File: src/rtl/xlr8_tone_pkg.sv
// Shared definitions for the XLR8 multi-channel tone generator.
// Register indices, CTRL/STAT bit positions and the channel state type.
package xlr8_tone_pkg;

  localparam int REG_CTRL  = 0;
  localparam int REG_CHSEL = 1;
  localparam int REG_PERL  = 2;
  localparam int REG_PERH  = 3;
  localparam int REG_DURL  = 4;
  localparam int REG_DURH  = 5;
  localparam int REG_STAT  = 6;
  localparam int NUM_REGS  = 7;

  localparam int CTRL_EN     = 0;
  localparam int CTRL_START  = 1;
  localparam int CTRL_STOP   = 2;
  localparam int CTRL_IRQ_EN = 3;

  localparam int STAT_BUSY_LSB = 0;
  localparam int STAT_DONE_LSB = 4;

  typedef enum logic {
    IDLE = 1'b0,
    PLAY = 1'b1
  } chan_state_t;

endpackage

File: src/rtl/xlr8_tone_chan.sv
// One tone channel: IDLE/PLAY FSM, half-period and duration counters.
// Ports: start/stop/kill strobes, tick, per/dur loads; spk, busy, done_pulse.
module xlr8_tone_chan
  import xlr8_tone_pkg::*;
#(
  parameter int PER_W = 16,
  parameter int DUR_W = 16
) (
  input  logic             clk,
  input  logic             rstn,
  input  logic             start,
  input  logic             stop,
  input  logic             kill,
  input  logic             tick,
  input  logic [PER_W-1:0] per,
  input  logic [DUR_W-1:0] dur,
  output logic             spk,
  output logic             busy,
  output logic             done_pulse
);

  chan_state_t      state_q, state_d;
  logic [PER_W-1:0] per_q, per_d;
  logic [PER_W-1:0] hcnt_q, hcnt_d;
  logic [DUR_W-1:0] rem_q, rem_d;
  logic             spk_q, spk_d;
  logic             halt, ld, run;

  // Stop/kill beat a same-cycle start; a load beats a same-cycle tick.
  assign halt = stop | kill;
  assign ld   = start & ~halt;
  assign run  = (state_q == PLAY) & ~halt & ~start;

  always_ff @(posedge clk or negedge rstn) begin
    if (!rstn) begin
      state_q <= IDLE;
      per_q   <= '0;
      hcnt_q  <= '0;
      rem_q   <= '0;
      spk_q   <= 1'b0;
    end else begin
      state_q <= state_d;
      per_q   <= per_d;
      hcnt_q  <= hcnt_d;
      rem_q   <= rem_d;
      spk_q   <= spk_d;
    end
  end

  always_comb begin
    state_d    = state_q;
    per_d      = per_q;
    hcnt_d     = hcnt_q;
    rem_d      = rem_q;
    spk_d      = spk_q;
    done_pulse = 1'b0;
    unique case (1'b1)
      halt: begin
        state_d = IDLE;
        hcnt_d  = '0;
        spk_d   = 1'b0;
      end
      ld: begin
        state_d = PLAY;
        per_d   = per;
        rem_d   = dur;
        hcnt_d  = '0;
        spk_d   = 1'b0;
      end
      run: begin
        if (per_q == '0) begin
          hcnt_d = '0;
          spk_d  = 1'b0;
        end else if (hcnt_q == per_q - PER_W'(1)) begin
          hcnt_d = '0;
          spk_d  = ~spk_q;
        end else begin
          hcnt_d = hcnt_q + PER_W'(1);
        end
        // rem loaded as 0 never counts: play until stopped.
        if (tick && rem_q != '0) begin
          rem_d = rem_q - DUR_W'(1);
          if (rem_q == DUR_W'(1)) begin
            state_d    = IDLE;
            hcnt_d     = '0;
            spk_d      = 1'b0;
            done_pulse = 1'b1;
          end
        end
      end
      default: ;
    endcase
  end

  assign spk  = spk_q;
  assign busy = (state_q == PLAY);

endmodule

File: src/rtl/xlr8_tone_gen.sv
// XLR8 multi-channel square-wave tone generator on the dm_sel/ramadr bus.
// Ports: clk, rstn, bus (clken, dbus_in/out, io_out_en, ramadr, ramre,
// ramwe, dm_sel), spk_out per channel, level tone_irq.
module xlr8_tone_gen
  import xlr8_tone_pkg::*;
#(
  parameter int         NUM_CH     = 2,
  parameter int         PER_W      = 16,
  parameter int         DUR_W      = 16,
  parameter int         TICK_DIV   = 16000,
  parameter logic [7:0] CTRL_ADDR  = 8'h00,
  parameter logic [7:0] CHSEL_ADDR = 8'h00,
  parameter logic [7:0] PERL_ADDR  = 8'h00,
  parameter logic [7:0] PERH_ADDR  = 8'h00,
  parameter logic [7:0] DURL_ADDR  = 8'h00,
  parameter logic [7:0] DURH_ADDR  = 8'h00,
  parameter logic [7:0] STAT_ADDR  = 8'h00
) (
  input  logic              clk,
  input  logic              rstn,
  input  logic              clken,
  input  logic [7:0]        dbus_in,
  output logic [7:0]        dbus_out,
  output logic              io_out_en,
  input  logic [7:0]        ramadr,
  input  logic              ramre,
  input  logic              ramwe,
  input  logic              dm_sel,
  output logic [NUM_CH-1:0] spk_out,
  output logic              tone_irq
);

  localparam int TW = (TICK_DIV > 1) ? $clog2(TICK_DIV) : 1;

  logic [NUM_REGS-1:0] sel;
  logic [NUM_REGS-1:0] we;
  logic                en_q;
  logic                irq_en_q;
  logic [1:0]          chsel_q;
  logic [PER_W-1:0]    per_sh [NUM_CH];
  logic [DUR_W-1:0]    dur_sh [NUM_CH];
  logic [NUM_CH-1:0]   done_q;
  logic [NUM_CH-1:0]   busy;
  logic [NUM_CH-1:0]   done_pulse;
  logic [NUM_CH-1:0]   ch_start;
  logic [NUM_CH-1:0]   ch_stop;
  logic [NUM_CH-1:0]   w1c;
  logic                start_wr;
  logic                stop_wr;
  logic                kill;
  logic [TW-1:0]       pre_q;
  logic                tick;
  logic [15:0]         per_rd;
  logic [15:0]         dur_rd;

  assign sel[REG_CTRL]  = dm_sel && (ramadr == CTRL_ADDR);
  assign sel[REG_CHSEL] = dm_sel && (ramadr == CHSEL_ADDR);
  assign sel[REG_PERL]  = dm_sel && (ramadr == PERL_ADDR);
  assign sel[REG_PERH]  = dm_sel && (ramadr == PERH_ADDR);
  assign sel[REG_DURL]  = dm_sel && (ramadr == DURL_ADDR);
  assign sel[REG_DURH]  = dm_sel && (ramadr == DURH_ADDR);
  assign sel[REG_STAT]  = dm_sel && (ramadr == STAT_ADDR);
  assign we = sel & {NUM_REGS{ramwe & clken}};

  // Start/kill follow the EN value being written, so EN|START starts at once.
  assign start_wr = we[REG_CTRL] & dbus_in[CTRL_START] & dbus_in[CTRL_EN];
  assign stop_wr  = we[REG_CTRL] & dbus_in[CTRL_STOP];
  assign kill     = we[REG_CTRL] & ~dbus_in[CTRL_EN];
  assign w1c = we[REG_STAT] ? dbus_in[STAT_DONE_LSB +: NUM_CH] : '0;

  assign tick = (pre_q == TW'(TICK_DIV - 1));

  always_ff @(posedge clk or negedge rstn) begin
    if (!rstn) begin
      pre_q <= '0;
    end else begin
      pre_q <= tick ? '0 : pre_q + TW'(1);
    end
  end

  always_ff @(posedge clk or negedge rstn) begin
    if (!rstn) begin
      en_q     <= 1'b0;
      irq_en_q <= 1'b0;
      chsel_q  <= '0;
      done_q   <= '0;
      tone_irq <= 1'b0;
    end else begin
      if (we[REG_CTRL]) begin
        en_q     <= dbus_in[CTRL_EN];
        irq_en_q <= dbus_in[CTRL_IRQ_EN];
      end
      if (we[REG_CHSEL]) begin
        chsel_q <= dbus_in[1:0];
      end
      done_q   <= (done_q & ~w1c) | done_pulse;
      tone_irq <= irq_en_q & (|done_q);
    end
  end

  always_ff @(posedge clk or negedge rstn) begin
    if (!rstn) begin
      for (int i = 0; i < NUM_CH; i++) begin
        per_sh[i] <= '0;
        dur_sh[i] <= '0;
      end
    end else begin
      for (int i = 0; i < NUM_CH; i++) begin
        if (chsel_q == 2'(i)) begin
          if (we[REG_PERL]) per_sh[i][7:0] <= dbus_in;
          if (we[REG_PERH])
            per_sh[i][PER_W-1:8] <= dbus_in[PER_W-9:0];
          if (we[REG_DURL]) dur_sh[i][7:0] <= dbus_in;
          if (we[REG_DURH])
            dur_sh[i][DUR_W-1:8] <= dbus_in[DUR_W-9:0];
        end
      end
    end
  end

  for (genvar i = 0; i < NUM_CH; i++) begin : g_ch
    assign ch_start[i] = start_wr & (chsel_q == 2'(i));
    assign ch_stop[i]  = stop_wr & (chsel_q == 2'(i));

    xlr8_tone_chan #(
      .PER_W (PER_W),
      .DUR_W (DUR_W)
    ) u_chan (
      .clk        (clk),
      .rstn       (rstn),
      .start      (ch_start[i]),
      .stop       (ch_stop[i]),
      .kill       (kill),
      .tick       (tick),
      .per        (per_sh[i]),
      .dur        (dur_sh[i]),
      .spk        (spk_out[i]),
      .busy       (busy[i]),
      .done_pulse (done_pulse[i])
    );
  end

  // Out-of-range CHSEL matches no channel, so these read 0.
  always_comb begin
    per_rd = '0;
    dur_rd = '0;
    for (int i = 0; i < NUM_CH; i++) begin
      if (chsel_q == 2'(i)) begin
        per_rd = 16'(per_sh[i]);
        dur_rd = 16'(dur_sh[i]);
      end
    end
  end

  // OR-mux keeps reads well defined even if addresses alias.
  always_comb begin
    dbus_out = '0;
    if (sel[REG_CTRL])
      dbus_out = dbus_out | {4'b0, irq_en_q, 2'b0, en_q};
    if (sel[REG_CHSEL])
      dbus_out = dbus_out | {6'b0, chsel_q};
    if (sel[REG_PERL]) dbus_out = dbus_out | per_rd[7:0];
    if (sel[REG_PERH]) dbus_out = dbus_out | per_rd[15:8];
    if (sel[REG_DURL]) dbus_out = dbus_out | dur_rd[7:0];
    if (sel[REG_DURH]) dbus_out = dbus_out | dur_rd[15:8];
    if (sel[REG_STAT])
      dbus_out = dbus_out | {4'(done_q), 4'(busy)};
  end

  assign io_out_en = ramre & (|sel);

endmodule

File: config.mk
export PLATFORM = sky130hd
export DESIGN_NAME = xlr8_tone_gen
export DESIGN_NICKNAME = d
export VERILOG_FILES = /design/src/rtl/xlr8_tone_pkg.sv /design/src/rtl/xlr8_tone_chan.sv /design/src/rtl/xlr8_tone_gen.sv
export SDC_FILE = /design/constraint.sdc
export NUM_CORES = 1
export LEC_CHECK = 0
export ABC_AREA = 0
export BUFFER_PORTS_ARGS = -buffer_cell sky130_fd_sc_hd__buf_2
export CAP_MARGIN = 20
export CELL_PAD_IN_SITES_DETAIL_PLACEMENT = 0
export CELL_PAD_IN_SITES_GLOBAL_PLACEMENT = 2
export CORE_ASPECT_RATIO = 0.75
export CORE_MARGIN = 2
export CORE_UTILIZATION = 35
export DETAILED_ROUTE_END_ITERATION = 10
export GPL_TIMING_DRIVEN = 0
export PLACE_DENSITY_LB_ADDON = 0.1
export SLEW_MARGIN = 20
export SYNTH_ARGS = -nofsm -noshare
export SYNTH_HDL_FRONTEND = slang
export SYNTH_SLANG_ARGS = --single-unit
File: constraint.sdc
create_clock -name clk -period 2.9 [get_ports clk]
set_input_delay 0.435 -clock clk [delete_from_list [all_inputs] [get_ports clk]]
set_output_delay 0.435 -clock clk [all_outputs]
set_load 0.01 [all_outputs]
Yosys cells after proc, flatten, opt, wreduce, memory -nomap -nowiden
Index checks and enable logic that the tools add are counted.
{"block": "word_totals", "ff_bits": 185, "input_bits": 22, "output_inout_bits": 12, "wordCells": 156}
{"block": "op_classes", "n_addsub": 7, "eq_ne": 10, "mux": 49, "n_bitwise": 36, "reduce_logical": 30}
{"op": "$mux W16", "n": 14}
{"op": "$pmux W16 S2", "n": 4}
{"op": "$sub A16 B1 Y16 const B", "n": 4}
{"op": "$mux W8", "n": 6}
{"op": "$add A16 B1 Y16 const B", "n": 2}
{"op": "$eq A16 B1 Y1 const B", "n": 2}
{"op": "$eq A16 B16 Y1", "n": 2}
{"op": "$logic_not A16 Y1", "n": 2}
{"op": "$or A8 B8 Y8", "n": 4}
{"op": "$reduce_bool A16 Y1", "n": 2}
{"op": "$reduce_and A2 Y1", "n": 10}
{"op": "$mux W1", "n": 18}
{"op": "$and A1 B1 Y1", "n": 17}
{"op": "$add A14 B1 Y14 const B", "n": 1}
{"op": "$eq A14 B14 Y1 const B", "n": 1}
{"op": "$mux W14", "n": 1}
{"op": "$logic_not A8 Y1", "n": 1}
{"op": "$ne A2 B2 Y1 const B", "n": 4}
{"op": "$or A8 B6 Y8", "n": 1}
{"op": "$reduce_bool A2 Y1", "n": 4}
{"op": "$and A7 B7 Y7", "n": 1}
{"op": "$not A1 Y1", "n": 7}
{"op": "$pmux W1 S3", "n": 2}
{"op": "$reduce_and A3 Y1", "n": 2}
{"op": "13 further kinds", "n": 20}

Longest topological paths before layout
Gate-level depths: netlist of run 1.
{"block": "logic_depth", "word_depth": 15, "depth_mapped": 11, "mapped_depth_nobuf": 9}

Modules after synthesis
A second synthesis of run 1 with hierarchy kept.
{"block": "hier_totals", "hier_cells": 897, "hier_area_um2": 8209.1}
{"mod": "xlr8_tone_chan at g_ch[0].u_chan", "instances": 1, "cells_per_inst": 382, "area_each_um2": 3268.1, "seq_area_each_um2": 1251.2}
{"mod": "xlr8_tone_chan at g_ch[1].u_chan", "instances": 1, "cells_per_inst": 359, "area_each_um2": 3175.5, "seq_area_each_um2": 1251.2}
{"mod": "xlr8_tone_gen", "instances": 1, "cells_per_inst": 156, "area_each_um2": 1765.4, "seq_area_each_um2": 900.9}

Worst setup path after synthesis of run 1
Ideal clock, no wire load.
{"block": "synth_path", "path_type": "reg2reg", "start": "reg g_ch[1].u_chan.per_q[8]", "end": "reg g_ch[1].u_chan.hcnt_q[11]", "setup_time_ns": 0.126, "arrival_ns": 2.567, "required_time_ns": 2.774, "slack_ns": 0.207, "path_stages_with_launch": 11, "synth_period_minus_slack_ns": 2.693, "cell_sequence": "dfrtp_1 > inv_1 > ha_1 > or4b_1 > or3_1 > a21oi_2 > o21bai_2 > nor4_4 > buf_6 > nor2_2 > a221o_1"}
{"block": "synth_between", "elab_chain_cells": 7, "elab_cells_between_ends": 8, "classes_between": "1 x add/sub; 1 x eq/ne; 5 x mux; 1 x reduce/logical"}
{"item": "start: declaration", "line_no": "xlr8_tone_chan.sv:23", "text": "logic [PER_W-1:0] per_q, per_d;"}
{"item": "start signal: assignment", "line_no": "xlr8_tone_chan.sv:43", "text": "per_q <= per_d;"}
{"item": "$sub A16 B1 Y16", "line_no": "xlr8_tone_chan.sv:74", "text": "end else if (hcnt_q == per_q - PER_W'(1)) begin"}
{"item": "$eq A16 B16 Y1", "line_no": "xlr8_tone_chan.sv:74"}
{"item": "$mux W16", "line_no": "xlr8_tone_chan.sv:74"}
{"item": "$mux W16 *", "line_no": "xlr8_tone_chan.sv:71", "text": "if (per_q == '0) begin"}
{"item": "$mux W16", "line_no": "xlr8_tone_chan.sv:83", "text": "if (rem_q == DUR_W'(1)) begin"}
{"item": "$mux W16 *", "line_no": "xlr8_tone_chan.sv:81", "text": "if (tick && rem_q != '0) begin"}
{"item": "$pmux W16 S2 *", "line_no": "xlr8_tone_chan.sv:57", "text": "unique case (1'b1)"}
{"item": "end signal: assignment", "line_no": "xlr8_tone_chan.sv:44", "text": "hcnt_q <= hcnt_d;"}
{"item": "end: declaration", "line_no": "xlr8_tone_chan.sv:24", "text": "logic [PER_W-1:0] hcnt_q, hcnt_d;"}
Every way passes the cells marked *; elsewhere a longest branch is shown, timed or not.
A chain may end at the register's enable or synchronous reset.

Worst setup path after layout of run 1
{"block": "layout_path", "start": "reg g_ch[1].u_chan.per_q[10]", "end": "reg g_ch[1].u_chan.hcnt_q[11]"}
Same word-level chain as after synthesis.

==> results of run 1 <==
[layout make-up]
cell class              instances  share of cell area
flip-flops and latches        120               0.354
plain buffers                  38              0.0214
well taps                     258              0.0380
repair buffers                 45              0.0339
multi-input cells             608               0.472
clock buffers                  19              0.0510
inverters                      31              0.0137
clock inverters                12              0.0153
[report_power, final]
group	internal [mW]	switching [mW]
sequential	1.68	0.00391
clock	1.26	0.816
combinational	0.0243	0.0607
[metrics by stage]
stage	hold WS (ps)	cell area, um2
final	303	8490
after global routing	292	8490
after CTS	293	8370
after detailed placement	385	7740
after global placement	471	7700
after floorplan	139	7210
[how the worst max path moves through the flow]
stage	from	to	cells after the start
after detailed placement	ramadr[4]	g_ch[0].u_chan.rem_q[1]$_DFFE_PN0P_	10
after floorplan	g_ch[1].u_chan.per_q[8]$_DFFE_PN0P_	g_ch[1].u_chan.hcnt_q[11]$_DFFE_PN0P_	10
final	g_ch[1].u_chan.per_q[10]$_DFFE_PN0P_	g_ch[1].u_chan.hcnt_q[11]$_DFFE_PN0P_	10
after global placement	rstn	g_ch[1].u_chan.hcnt_q[2]$_DFFE_PN0P_	1
after CTS	g_ch[0].u_chan.per_q[8]$_DFFE_PN0P_	g_ch[0].u_chan.hcnt_q[6]$_DFFE_PN0P_	11
after global routing	g_ch[0].u_chan.hcnt_q[2]$_DFFE_PN0P_	g_ch[0].u_chan.hcnt_q[15]$_DFFE_PN0P_	7
[layer usage]
| layer | up-vias | track usage | routed length, um |
|---|---|---|---|
| li1 | 3090 | - | - |
| met1 | 3215 | 0.322 | 11300 |
| met2 | 179 | 0.289 | 8980 |
| met3 | 16 | 0.0414 | 1160 |
| met4 | 0 | 0.0588 | 267 |
| met5 | - | 0 | 0 |
[synthesized netlist by cell type, drive strengths merged, types with 8 or more instances]
library cell,count,share of area
or4,8,0.0088
nand3,34,0.024
dfrtp,120,0.42
o22ai,14,0.012
a21o,10,0.010
mux2i,8,0.011
o21ai,46,0.032
inv,31,0.016
nand4,17,0.015
and3,10,0.0087
nor3,28,0.019
mux2,32,0.050
buf,12,0.011
xor2,15,0.018
clkbuf,26,0.014
nor4,14,0.017
or3,14,0.012
a31oi,16,0.014
xnor2,21,0.026
nand2b,12,0.010
a211oi,8,0.0083
and2,10,0.0087
ha,9,0.016
a21oi,58,0.041
nand2,63,0.033
nor2,61,0.032
[sequential cells by signal, indices dropped and copies added (netlist names)]
signal	cells
chsel_q	2
g_ch.u_chan.per_q	16
done_q	2
pre_q	14
g_ch.u_chan.spk	2
per_sh	16
irq_en_q	1
tone_irq	1
g_ch.u_chan.hcnt_q	32
g_ch.u_chan.busy	2
g_ch.u_chan.rem_q	32
[kinds of logic (layout without fill, tap and decap cells)]
group / count (synthesis) / after routing / synth area share
compound gates: 219 / 219 / 0.198
xor+xnor: 36 / 36 / 0.0437
fa+ha+maj: 9 / 9 / 0.0156
buf+inv: 69 / 145 / 0.0404
flops: 120 / 120 / 0.416
mux: 40 / 40 / 0.0611
simple gates: 304 / 304 / 0.224
[repair_timing]
| action | 4_1_cts | 5_1_grt |
|---|---|---|
| resized for setup | 8 | 23 |
| hold endpoints to repair | 51 | 0 |
| pin swaps | 2 | 4 |
| hold buffers | 1 | 0 |
| buffers inserted | 4 | 6 |
| setup endpoints to repair | 45 | 51 |
==> metrics.md, run 1 <==
| Metric | Value |
|---|---|
| Leakage power | `3.63 nW` |
| GPL Wtd Cong | `0.812` |
| Synthesis warning total | `0` |
| Layout cells sized above 1 | `0.176` |
| WP data required | `3210 ps` |
| Worst path max stage delay | `560 ps` |
| Area grow syn2layout | `17.7%` |
| Total grt overflow | `0` |
| Fraction of registers with async set/reset | `1.00` |
| Crit path max fanout | `10` |
| Slew headroom | `0.412` |
| Top delay family on crit path | `simple AND/OR/NAND/NOR gates` |
| Die ar. | `21,800 um2` |
| WL per Instance | `19.2 um` |
| Core outline area | `20,200 um2` |
| R2r startpoint | `g_ch[1].u_chan.per_q[10]$_DFFE_PN0P_` |
| Final period utilization | `0.962` |
| Initial antenna violation count | `0` |
| Filler instances | `1,995` |
| Clock Skew | `9.89 ps` |
| Type of the most critical hold path | `in2reg` |
| Dpl cells | `1,089` |
| # IOs | `34` |
| Initial drt markers | `445` |
| ANT cells | `0` |
| Cell Area, Synth | `7210 um2` |
| Final hold vios | `0` |
| Pwr per Cell Area | `452 nW/um2` |
| ANT nets after route | `0` |
| CTS root buf | `clkbuf_16` |
| Vias in the first global route | `6,101` |
| Die width | `170 um` |
| TritonCTS clock tree | `done` |
| Hold path cells | `2` |
| Layout Nets | `892` |
| Final Core Density | `0.420` |
| Syn Nets | `828` |
| GRT Total Usage | `0.207` |
| CP startpoint kind | `flip-flop` |
| Top cell by count, worst path | `buf_6` |
| Commonest non-fill, non-tap cell in the layout | `dfrtp_1` |
| Clock sink count | `120` |
| Hold Crit Start | `dbus_in[4]` |
| PortBufs | `33` |
| Pwr Total | `3.84 mW` |
| Starting Density | `0.357` |
| Critical-path cell list | `buf_6 > or4_4 > a2bb2oi_1 > a2111oi_2 > nand4_1 > nor4_4 > buf_4 > buf_6 > nor2_2 > a221o_1` |
| Arrival time at the worst endpoint | `3100 ps` |
| CTS Buf Count | `17` |
| Non-filler cells, final | `1,131` |
| Hpwl dp | `15,500 um` |
| First-pass GRT wire length | `34,900 um` |
| Syn Area/Cell | `9.05 um2` |
| Tmin final | `2790 ps` |
| Final setup violation count | `0` |
| Peak VDD IR | `332 uV` |
| Hold path endpoint | `per_sh[20]$_DFFE_PN0P_` |
| Slowest cell on crit path | `or4_4` |
| Final setup TNS | `0 ps` |
| Clock-pin slew on the worst setup and hold paths | `60 ps` |
| TritonRoute pass-1 iters | `5` |
| Vias/cell | `5.75` |
| Worst Max-Slew Pin Slew | `875 ps` |
| Slew Limit Fails | `0` |
| FMAX | `358 MHz` |
| Worst path bufs/invs | `3` |
| Critical path class | `reg2reg` |
| Register area share after synthesis | `0.416` |
| Num rows | `45` |
| #FFs+latches synth | `120` |
| RR Endpoint | `g_ch[1].u_chan.hcnt_q[11]$_DFFE_PN0P_` |
| Clk_lat worst skew | `420 ps` |
| R2R setup slack | `110 ps` |
| Cells after Synth | `797` |
| DRC viols | `0` |
| Max Cap Violations | `0` |
| Multi-input gate area | `4010 um2` |
| Post-Place Worst Slack | `-250 ps` |
| Commonest cells after routing, fill and taps aside | `117 x dfrtp_1, 63 x nand2_1, 59 x nor2_1` |
| Vias | `6,500` |
| Status | `finished clean` |
| Register Area | `3010 um2` |
| Largest net degree at the start of global routing | `70` |
| Clock Path Buffers | `2` |
| Wirelength, routed | `21,700 um` |
| Final setup margin | `110 ps` |
| CP endpoint kind | `flip-flop` |
| Number of flops mapped to enable cells by yosys | `0` |
| Most common flop cell mapped by yosys | `dfrtp_1` |
| Die Ht | `128 um` |
| Worst reg-to-reg path cell count | `10` |
| Library cells used by synthesis | `74` |
| H-tree Lvls | `4` |
(Power assumes the default switching activity.)
==> run 2, diff against run 1 <==
- CAP_MARGIN: 20 -> 30
- clock period: 2.9 -> 2.3 ns (I/O delays scaled with it)
==> metrics.md, run 2 (synthesis gave the netlist of run 1 again) <==
| Metric | Value |
|---|---|
| WP data required | `2610 ps (-600 ps)` |
| Die Ht | `128 um (unchanged)` |
| H-tree Lvls | `4 (unchanged)` |
| TritonRoute pass-1 iters | `5 (unchanged)` |
| Flop pwr share | `0.414 (-0.024)` |
| Layout Nets | `933 (+4.6%)` |
| Hold path cells | `2 (unchanged)` |
| Clock Skew | `15.3 ps (+5.38 ps)` |
| Slew headroom | `0.576 (+0.165)` |
| Final setup TNS | `-8690 ps (-8690 ps)` |
| RR Endpoint | `g_ch[1].u_chan.hcnt_q[11]$_DFFE_PN0P_` |
| GPL Wtd Cong | `0.821 (+1.1%)` |
| Clock Power Share | `0.564 (+0.024)` |
| Largest net degree at the start of global routing | `70 (unchanged)` |
| Wirelength, routed | `23,000 um (+6.3%)` |
| Critical path class | `reg2reg` |
| Crit path max fanout | `6 (-4)` |
| Max Cap Violations | `0 (unchanged)` |
| Die width | `170 um (unchanged)` |
| Status | `finished with violations` |
| Die ar. | `21,800 um2 (unchanged)` |
| CTS Buf Count | `17 (unchanged)` |
| Initial drt markers | `467 (+4.9%)` |
| FMAX | `370 MHz (+3.3%)` |
| Leakage power | `4.03 nW (+11%)` |
| Final hold vios | `0 (unchanged)` |
| M1 GR Usage | `0.323 (+0.00113)` |
| Grt met3 use | `0.0398 (-0.00154)` |
| Dpl cells | `1,089 (unchanged)` |
| Commonest non-fill, non-tap cell in the layout | `dfrtp_1` |
| Final period utilization | `1.17 (+0.212)` |
| DRC viols | `0 (unchanged)` |
| Vias in the first global route | `6,610 (+8.3%)` |
| Num rows | `45 (unchanged)` |
| Int Power | `3.99 mW (+35%)` |
| Non-filler cells, final | `1,173 (+3.7%)` |
| GRT Total Usage | `0.219 (+0.0121)` |
| CP startpoint kind | `flip-flop` |
| Peak VDD IR | `467 uV (+41%)` |
| Commonest cells after routing, fill and taps aside | `112 x dfrtp_1, 58 x nand2_1, 55 x nor2_1` |
| Core outline area | `20,200 um2 (unchanged)` |
| Worst reg-to-reg path cell count | `11 (+1)` |
| PortBufs | `33 (unchanged)` |
| Hold Crit Start | `dbus_in[7]` |
| # IOs | `34 (unchanged)` |
| Violated checks | `negative setup slack` |
| Pwr per Cell Area | `534 nW/um2 (+18%)` |
| Type of the most critical hold path | `in2reg` |
| CTS root buf | `clkbuf_16` |
| R2r startpoint | `g_ch[1].u_chan.per_q[8]$_DFFE_PN0P_` |
| Design area | `9600 um2 (+13%)` |
| Tmin final | `2700 ps (-90.0 ps)` |
| Vias/cell | `5.69 (-0.94%)` |
| Switching share of power | `0.221 (-0.00825)` |
| Final setup violation count | `41 (+41)` |
| Final setup margin | `-400 ps (-510 ps)` |
| Area grow syn2layout | `33.1%` |
| Layout cells sized above 1 | `0.329 (+0.153)` |
| RSZ-0062 raised after global routing | `true` |
| Combinational power share | `0.022 (about the same)` |
| Top Usage Layer GRT | `met2` |
| Initial antenna violation count | `0 (unchanged)` |
| Dpl cell area | `7830 um2 (+1.2%)` |
| Met2 Use GR | `0.331 (+0.0425)` |
| Vias | `6,678 (+2.7%)` |
| Starting Density | `0.357 (unchanged)` |
| Biggest registers after layout | `g_ch.u_chan.hcnt_q (32), g_ch.u_chan.rem_q (32)` |
| WL per Instance | `19.6 um (+2.5%)` |
| Hpwl dp | `15,400 um (-0.27%)` |
| Arrival time at the worst endpoint | `3010 ps (-90 ps)` |
| ANT nets after route | `0 (unchanged)` |
| Worst Max-Slew Pin Slew | `635 ps (-239 ps)` |
| TritonCTS clock tree | `done` |
| Clock sink count | `120 (unchanged)` |
| Slew Limit Fails | `0 (unchanged)` |
| Hold path endpoint | `per_sh[23]$_DFFE_PN0P_` |
| Clk_lat worst skew | `430 ps (about the same)` |
| First-pass GRT wire length | `37,200 um (+6.6%)` |
| Clock-pin slew on the worst setup and hold paths | `60 ps (about the same)` |
| R2R setup slack | `-400 ps (-510 ps)` |
| Psw | `1.13 mW (+29%)` |
| Total grt overflow | `0 (unchanged)` |
| CP endpoint kind | `flip-flop` |
| Clock Path Buffers | `2 (unchanged)` |
| ANT cells | `0 (unchanged)` |
[run 2: how the worst max path moves through the flow]
stage	slack [ps]	cells after the start	start	end
global route	-480	11	g_ch[1].u_chan.per_q[8]$_DFFE_PN0P_	g_ch[1].u_chan.hcnt_q[11]$_DFFE_PN0P_
global placement	-870	10	ramwe	g_ch[0].u_chan.hcnt_q[15]$_DFFE_PN0P_
detailed placement	-880	10	ramwe	g_ch[0].u_chan.hcnt_q[6]$_DFFE_PN0P_
finish	-400	11	g_ch[1].u_chan.per_q[8]$_DFFE_PN0P_	g_ch[1].u_chan.hcnt_q[11]$_DFFE_PN0P_
CTS	-350	11	g_ch[1].u_chan.per_q[8]$_DFFE_PN0P_	g_ch[1].u_chan.hcnt_q[11]$_DFFE_PN0P_
floorplan	-200	8	g_ch[1].u_chan.per_q[12]$_DFFE_PN0P_	g_ch[1].u_chan.hcnt_q[11]$_DFFE_PN0P_
[run 2: cell type report]
class,count,area (um2)
fill,1887,10600
multi-input combinational,609,4570
sequential,120,3010
timing repair buffer,93,724
clock buffer,21,450
tap,258,323
buffer,30,229
clock inverter,11,171
inverter,31,116
[run 2: worst max-delay path, stage by stage (launching register included)]
cell	delay, ps
dfrtp_2	410
inv_2	80
ha_4	130
or4b_4	470
or3_4	350
a21oi_2	140
o21bai_2	90
nor4_4	310
buf_6	180
buf_8	130
nor2_2	40
a221o_1	260
[run 2: power groups by stage]
stage	Clock (mW)	Sequential (mW)	Combinational (mW)
detailed placement	0	2.16	0.108
global route	3.04	2.12	0.128
finish	2.89	2.12	0.112
floorplan	0	2.16	0.0219
CTS	2.94	2.12	0.114
global placement	0	2.16	0.0984
[run 2: through the flow]
step                      setup WS (ps)  hold WS (ps)  power, mW   util
after floorplan                    -203          49.4       2.18      -
after global placement             -867           472       2.26  0.385
after detailed placement           -882           301       2.27  0.387
after global routing               -484           180       5.28  0.475
after CTS                          -354           178       5.17  0.462
final                              -400           190       5.13  0.475
[run 2: routing by layer]
layer,wire length [um],part of all wire
met1,11600,0.50
met2,10300,0.45
met4,229,0.0099
met3,922,0.040
met5,0,0
[run 2: timing repair]
item                                    in CTS  in global routing
endpoints found under the hold margin       51                  0
pin swaps                                   39                 22
hold buffers                                 1                  0
setup buffers                               42                 13
resized for setup                          118                 59
endpoints found under the setup margin      94                 76
cloned                                       7                  0
